$ cat config.mk
export PLATFORM = sky130hd
export DESIGN_NAME = scobra_input_cond
export DESIGN_NICKNAME = d
export VERILOG_FILES = /design/src/rtl/scobra_input_pkg.sv /design/src/rtl/scobra_debounce.sv /design/src/rtl/scobra_input_cond.sv
export SDC_FILE = /design/constraint.sdc
export NUM_CORES = 1
export LEC_CHECK = 0
export ABC_AREA = 1
export CELL_PAD_IN_SITES_DETAIL_PLACEMENT = 0
export CELL_PAD_IN_SITES_GLOBAL_PLACEMENT = 1
export CORE_MARGIN = 3
export CORE_UTILIZATION = 41
export DETAILED_ROUTE_END_ITERATION = 10
export PLACE_DENSITY = 0.74
export SLEW_MARGIN = 20
export SYNTH_ARGS = -nofsm -noshare
export SYNTH_HDL_FRONTEND = slang
export SYNTH_HIERARCHICAL = 1
export SYNTH_SLANG_ARGS = --single-unit
$ cat constraint.sdc
create_clock -name clk -period 2.1 [get_ports clk]
set_input_delay 0.42 -clock clk [delete_from_list [all_inputs] [get_ports clk]]
set_output_delay 0.42 -clock clk [all_outputs]
set_load 0.02 [all_outputs]
$ cat src/rtl/scobra_input_pkg.sv
// Shared constants and types for the Super Cobra input conditioning stage.
package scobra_input_pkg;

    localparam int unsigned IDX_DOWN  = 0;
    localparam int unsigned IDX_UP    = 1;
    localparam int unsigned IDX_RIGHT = 2;
    localparam int unsigned IDX_LEFT  = 3;
    localparam int unsigned IDX_FIRE  = 4;
    localparam int unsigned IDX_BOMB  = 5;

    localparam int unsigned KEY_COIN   = 0;
    localparam int unsigned KEY_START1 = 1;
    localparam int unsigned KEY_START2 = 2;

    localparam int unsigned NUM_SW  = 6;
    localparam int unsigned NUM_KEY = 3;

    typedef enum logic [1:0] {
        C_IDLE,
        C_PULSE,
        C_HOLD
    } coin_state_t;

endpackage

$ cat src/rtl/scobra_debounce.sv
// One input channel: two-flop synchroniser plus tick-based debounce.
module scobra_debounce #(
    parameter int unsigned DB_TICKS = 10
) (
    input  logic clk,
    input  logic rst_n,
    input  logic tick,
    input  logic raw,
    output logic db
);

    localparam int unsigned CW = $clog2(DB_TICKS + 1);

    logic          s1;
    logic          s2;
    logic [CW-1:0] cnt;

    always_ff @(posedge clk) begin
        if (!rst_n) begin
            s1  <= 1'b0;
            s2  <= 1'b0;
            db  <= 1'b0;
            cnt <= '0;
        end else begin
            s1 <= raw;
            s2 <= s1;
            // A match always wins, so a tick landing on a glitch's end still clears.
            if (s2 == db) begin
                cnt <= '0;
            end else if (tick) begin
                if (cnt == CW'(DB_TICKS - 1)) begin
                    db  <= s2;
                    cnt <= '0;
                end else begin
                    cnt <= cnt + 1'b1;
                end
            end
        end
    end

endmodule

$ cat src/rtl/scobra_input_cond.sv
// Joystick/key conditioning for SCOBRA_TOP: sync, debounce, coin pulse, bit packing.
// Optional autofire on FIRE is enabled by defining SCOBRA_AUTOFIRE_EN.
module scobra_input_cond
    import scobra_input_pkg::*;
#(
    parameter int unsigned TICK_DIV   = 24576,
    parameter int unsigned DB_TICKS   = 10,
    parameter int unsigned COIN_TICKS = 100,
    parameter int unsigned HOLD_TICKS = 200,
    parameter int unsigned AF_TICKS   = 50
) (
    input  logic       clk,
    input  logic       BTN_nRESET,
    input  logic [5:0] sw_raw,
    input  logic [2:0] key_raw,
    output logic [6:0] ip_1p,
    output logic [6:0] ip_2p,
    output logic       ip_coin1
);

    localparam int unsigned PW   = $clog2(TICK_DIV);
    localparam int unsigned TMAX = (COIN_TICKS > HOLD_TICKS) ? COIN_TICKS : HOLD_TICKS;
    localparam int unsigned TW   = $clog2(TMAX + 1);

    logic [PW-1:0]  pre_cnt;
    logic           tick;
    logic [8:0]     raw_all;
    logic [8:0]     db_all;
    logic [5:0]     sw_db;
    logic [2:0]     key_db;
    logic           cdb;
    logic           cdb_q;
    logic           fire_eff;
    logic [5:0]     joy;
    coin_state_t    coin_state;
    logic [TW-1:0]  timer;

    assign tick = (pre_cnt == PW'(TICK_DIV - 1));

    always_ff @(posedge clk) begin
        if (!BTN_nRESET) begin
            pre_cnt <= '0;
        end else if (tick) begin
            pre_cnt <= '0;
        end else begin
            pre_cnt <= pre_cnt + 1'b1;
        end
    end

    assign raw_all = {key_raw, sw_raw};

    for (genvar i = 0; i < NUM_SW + NUM_KEY; i++) begin : g_ch
        scobra_debounce #(
            .DB_TICKS (DB_TICKS)
        ) u_db (
            .clk   (clk),
            .rst_n (BTN_nRESET),
            .tick  (tick),
            .raw   (raw_all[i]),
            .db    (db_all[i])
        );
    end

    assign sw_db  = db_all[5:0];
    assign key_db = db_all[8:6];
    assign cdb    = key_db[KEY_COIN];

`ifdef SCOBRA_AUTOFIRE_EN
    localparam int unsigned AW = $clog2(AF_TICKS + 1);

    logic [AW-1:0] af_cnt;
    logic          af_on;

    // Phase restarts in the pressed state whenever FIRE is released.
    always_ff @(posedge clk) begin
        if (!BTN_nRESET || !sw_db[IDX_FIRE]) begin
            af_cnt <= '0;
            af_on  <= 1'b1;
        end else if (tick) begin
            if (af_cnt == AW'(AF_TICKS - 1)) begin
                af_cnt <= '0;
                af_on  <= ~af_on;
            end else begin
                af_cnt <= af_cnt + 1'b1;
            end
        end
    end

    assign fire_eff = sw_db[IDX_FIRE] & af_on;
`else
    logic unused_af;
    assign unused_af = ^AF_TICKS;
    assign fire_eff  = sw_db[IDX_FIRE];
`endif

    always_comb begin
        joy           = ~sw_db;
        joy[IDX_FIRE] = ~fire_eff;
    end

    always_ff @(posedge clk) begin
        if (!BTN_nRESET) begin
            ip_1p <= 7'b0111111;
            ip_2p <= 7'b0111111;
        end else begin
            ip_1p <= {key_db[KEY_START1], joy};
            ip_2p <= {key_db[KEY_START2], joy};
        end
    end

    always_ff @(posedge clk) begin
        if (!BTN_nRESET) begin
            coin_state <= C_IDLE;
            timer      <= '0;
            ip_coin1   <= 1'b0;
            cdb_q      <= 1'b0;
        end else begin
            cdb_q <= cdb;
            unique case (coin_state)
                C_IDLE: begin
                    if (cdb && !cdb_q) begin
                        coin_state <= C_PULSE;
                        timer      <= TW'(COIN_TICKS);
                        ip_coin1   <= 1'b1;
                    end
                end
                C_PULSE: begin
                    if (tick) begin
                        if (timer <= TW'(1)) begin
                            coin_state <= C_HOLD;
                            timer      <= TW'(HOLD_TICKS);
                            ip_coin1   <= 1'b0;
                        end else begin
                            timer <= timer - 1'b1;
                        end
                    end
                end
                C_HOLD: begin
                    // Holdoff expired: leave only once the key is seen released.
                    if (timer == '0) begin
                        if (!cdb) begin
                            coin_state <= C_IDLE;
                        end
                    end else if (tick) begin
                        timer <= timer - 1'b1;
                    end
                end
                default: begin
                    coin_state <= C_IDLE;
                    ip_coin1   <= 1'b0;
                end
            endcase
        end
    end

endmodule

==> flow_metrics.py <==
metrics = {
    "critical_path": {
        "crit_path_max_fanout": 18,
        "reg2reg_from": "pre_cnt[0]",
        "path_class": "flip-flop to flip-flop",
        "critPathArrivalTime_ns": 2.12,
        "crit_family": "simple AND/OR/NAND/NOR gates",
        "required_ns": 2.36,
        "path_cells": "ha_1 > nand2_1 > nor2_4 > nand2_4 > nor2_4 > nand2_1 > inv_1 > buf_12 > nand2_2 > nor2_4 > nand3_1 > nand2_1 > nor2_2",
        "critPathLaunchType": "flip-flop",
        "startpoint": "pre_cnt[0]",
        "cp_num_buf_inv": 2,
        "critPathMaxStageDelay_ns": 0.37,
        "crit_path_top_delay_cell": "dfxtp_1",
        "worst_setup_path_end_kind": "flip-flop",
    },
    "timing": {
        "timing.hold.ws_ns": 0.413,
        "setup_viol": 0,
        "slew_viol_final": 0,
        "fin_crit_ns": 1.86,
        "worst_pin_slew_ns": 0.488,
        "period_share_pct": 88.8,
        "hold_viol": 0,
        "rsz0062_at_grt": "no",
        "fin_tns_setup_ns": 0,
        "slew_headroom_pct": 67.4,
        "fmax_mhz": 537,
        "finClkSkew_ns": 0.00657,
    },
    "grt": {
        "use_met2_pct": 22.5,
        "first_global_vias": 3442,
        "met1_usage_pct": 17.2,
        "grt.total_usage_pct": 13.7,
        "grt_max_degree": 31,
        "antenna_found_initial": 0,
        "grt_overflow": 0,
        "grt_use_met3_pct": 2.50,
        "grt_pass1_wl_um": 14400,
        "grt.busiest_layer": "met2",
    },
    "power_and_ir_drop": {
        "seqPwrFrac_pct": 57.1,
        "power_frac_clock_pct": 39.9,
        "switching_power_mw": 0.676,
        "leakagePower_nw": 2.25,
        "total_power_mw": 3.30,
        "internal-power_mw": 2.63,
        "ir_drop_uv": 375,
        "p_sw_share_pct": 20.5,
        "powerDensity_nw_per_um2": 632,
        "combPwrFrac_pct": 2.9,
    },
    "synth": {
        "yosysSeqAreaShare_pct": 42.6,
        "synth_most_common_cell": "nand2_1",
        "yosys-top-cells-count": "151 x nand2_1, 101 x inv_1, 98 x dfxtp_1",
        "synth_edf_count": 0,
        "synth_area_per_cell_um2": 7.13,
        "yosysWarnings": 6,
        "synth_flop_cell": "dfxtp_1",
        "ys_seq_elements": 98,
        "mappedNetlistArea_um2": 4610,
        "ys_async_sr_fraction_pct": 0,
        "yosys.area.top_type": "dfxtp_1",
        "synthCells": 646,
        "synth_nets": 665,
        "yosysTopAreaCellShare_pct": 42.6,
        "synth_area_leaders": "dfxtp_1 43%, nand2_1 12%, inv_1 8.2%, nor2_1 7.9%, nor2_2 3.8%",
        "synthDistinctLibCells": 28,
    },
    "cts": {
        "post_cts_resized": 0,
        "cts_tree": "done",
        "clk_path_buf_depth": 2,
        "clk_latency_ns": 0.36,
        "cts-buffers-inserted": 9,
        "cts_sinks": 98,
        "clk_pin_slew_worst_paths_ns": 0.09,
        "cts_setup_buffers": 0,
        "root_buffer": "clkbuf_8",
        "holdBufCountCts": 0,
        "htreeDepth": 3,
    },
    "drt": {
        "via_per_inst": 4.41,
        "drtIter0Drc": 120,
        "drtPass1Iterations": 4,
        "drtAntennaViolNets": 0,
        "route.detailed.drc": 0,
        "drt_wl_total_um": 7870,
        "vias": 3621,
        "post_drt_wl_per_cell_um": 9.57,
    },
    "job": {
        "drv_cap": 0,
    },
    "final_layout": {
        "fin_util_pct": 48.0,
        "fin_area_um2": 5230,
        "fill_cells": 1085,
        "drive_above_1_share_pct": 14.4,
        "finalNetCount": 696,
        "synthToLayoutAreaGrowth_pct": 13.5,
        "n_antenna_cell": 0,
        "seq_area_um2": 1960,
        "multiInputGateArea_um2": 2160,
    },
    "die": {
        "dieArea_um2": 12500,
        "start_util_pct": 42.3,
        "ios": 26,
        "row_count": 38,
        "die-width_um": 112,
        "die_y_um": 112,
        "core_area_um2": 10900,
    },
    "placed_design": {
        "io_buffers": 25,
        "gp_congestion": 0.810,
        "dpl_cell_area_um2": 5010,
        "hpwlAfterDp_um": 5810,
    },
    "worst_hold_path": {
        "min_from": "BTN_nRESET",
        "holdCritPathClass": "primary input to flip-flop",
    },
    "run_status": {
        "outcome": "finished, final reports clean",
    },
}
-- cell type report --
type	count	area share, %
Clock buffer	14	2.92
Clock inverter	2	1.15
Inverter	112	8.04
Multi-Input combinational cell	427	41.2
Sequential cell	98	37.5
Tap cell	140	3.35
Timing Repair Buffer	29	5.75
-- power groups by stage --
stage	clock [mW]	sequential (mW)	combinational [mW]
final	1.32	1.89	0.0966
after global routing	1.47	1.89	0.113
after CTS	1.38	1.89	0.0991
after detailed placement	0	1.93	0.0987
after global placement	0	1.93	0.0974
after floorplan	0	1.93	0.0554
-- kinds of logic after synthesis --
logic type	after synthesis	share of synthesized area, %
AO/OA/AOI/OAI	41	4.46
XOR/XNOR	9	1.71
adder cells (fa/ha/maj)	8	2.17
buffers and inverters	121	10.6
flip-flops	98	42.6
AND/OR/NAND/NOR	369	38.5
-- placed cells by master, fill, tap and decap left out, types with 5 or more instances in the layout --
cell type,n
clkdlybuf4s50_1,24
nor2_1,97
nand3_1,31
o21ai_0,13
o21ai_1,10
nand2_1,151
ha_1,8
nand2_2,20
nor2_4,13
a21oi_1,18
xor2_1,6
nor2_2,28
inv_2,11
clkbuf_8,10
nand2_4,5
nand4_1,13
inv_1,101
dfxtp_1,98
-- path summary, 6_finish.rpt --
kind,to,slack [ns],depth (start not counted)
worst max-delay path,g_ch[5].u_db/cnt[3],0.24,13
worst min-delay path,g_ch[2].u_db/s2,0.41,3
worst max register to register,g_ch[5].u_db/cnt[3],0.24,13
worst min register to register,ip_1p[4],0.41,1
-- registers in the layout, indices dropped and copies added, names as in the netlist --
signal and count:
g_ch.u_db/cnt 36, coin_state 2, timer 8, cdb_q 1, g_ch.u_db/s1 9, pre_cnt 15, ip_2p 1, g_ch.u_db/db 9
g_ch.u_db/s2 9, ip_1p 7, ip_coin1 1
-- worst register-to-register path, stage by stage, from the launching register on --
cell	delay, ns
dfxtp_1	0.37
ha_1	0.18
nand2_1	0.10
nor2_4	0.15
nand2_4	0.09
nor2_4	0.12
nand2_1	0.07
inv_1	0.10
buf_12	0.17
nand2_2	0.11
nor2_4	0.12
nand3_1	0.08
nand2_1	0.09
nor2_2	0.03
-- per-layer routing --
layer / up-vias / wire length [µm]
met1: 1589 / 4000
met3: 11 / 161
met5: - / 0
met4: 0 / 155
li1: 1998 / -
met2: 23 / 3550
-- stage by stage --
stage	instances	setup slack (ns)
floorplan	646	0.203
global placement	806	0.308
detailed placement	806	0.257
CTS	822	0.226
global route	822	0.0137
finish	822	0.236
Note: power is estimated with default switching activity, not from simulation.
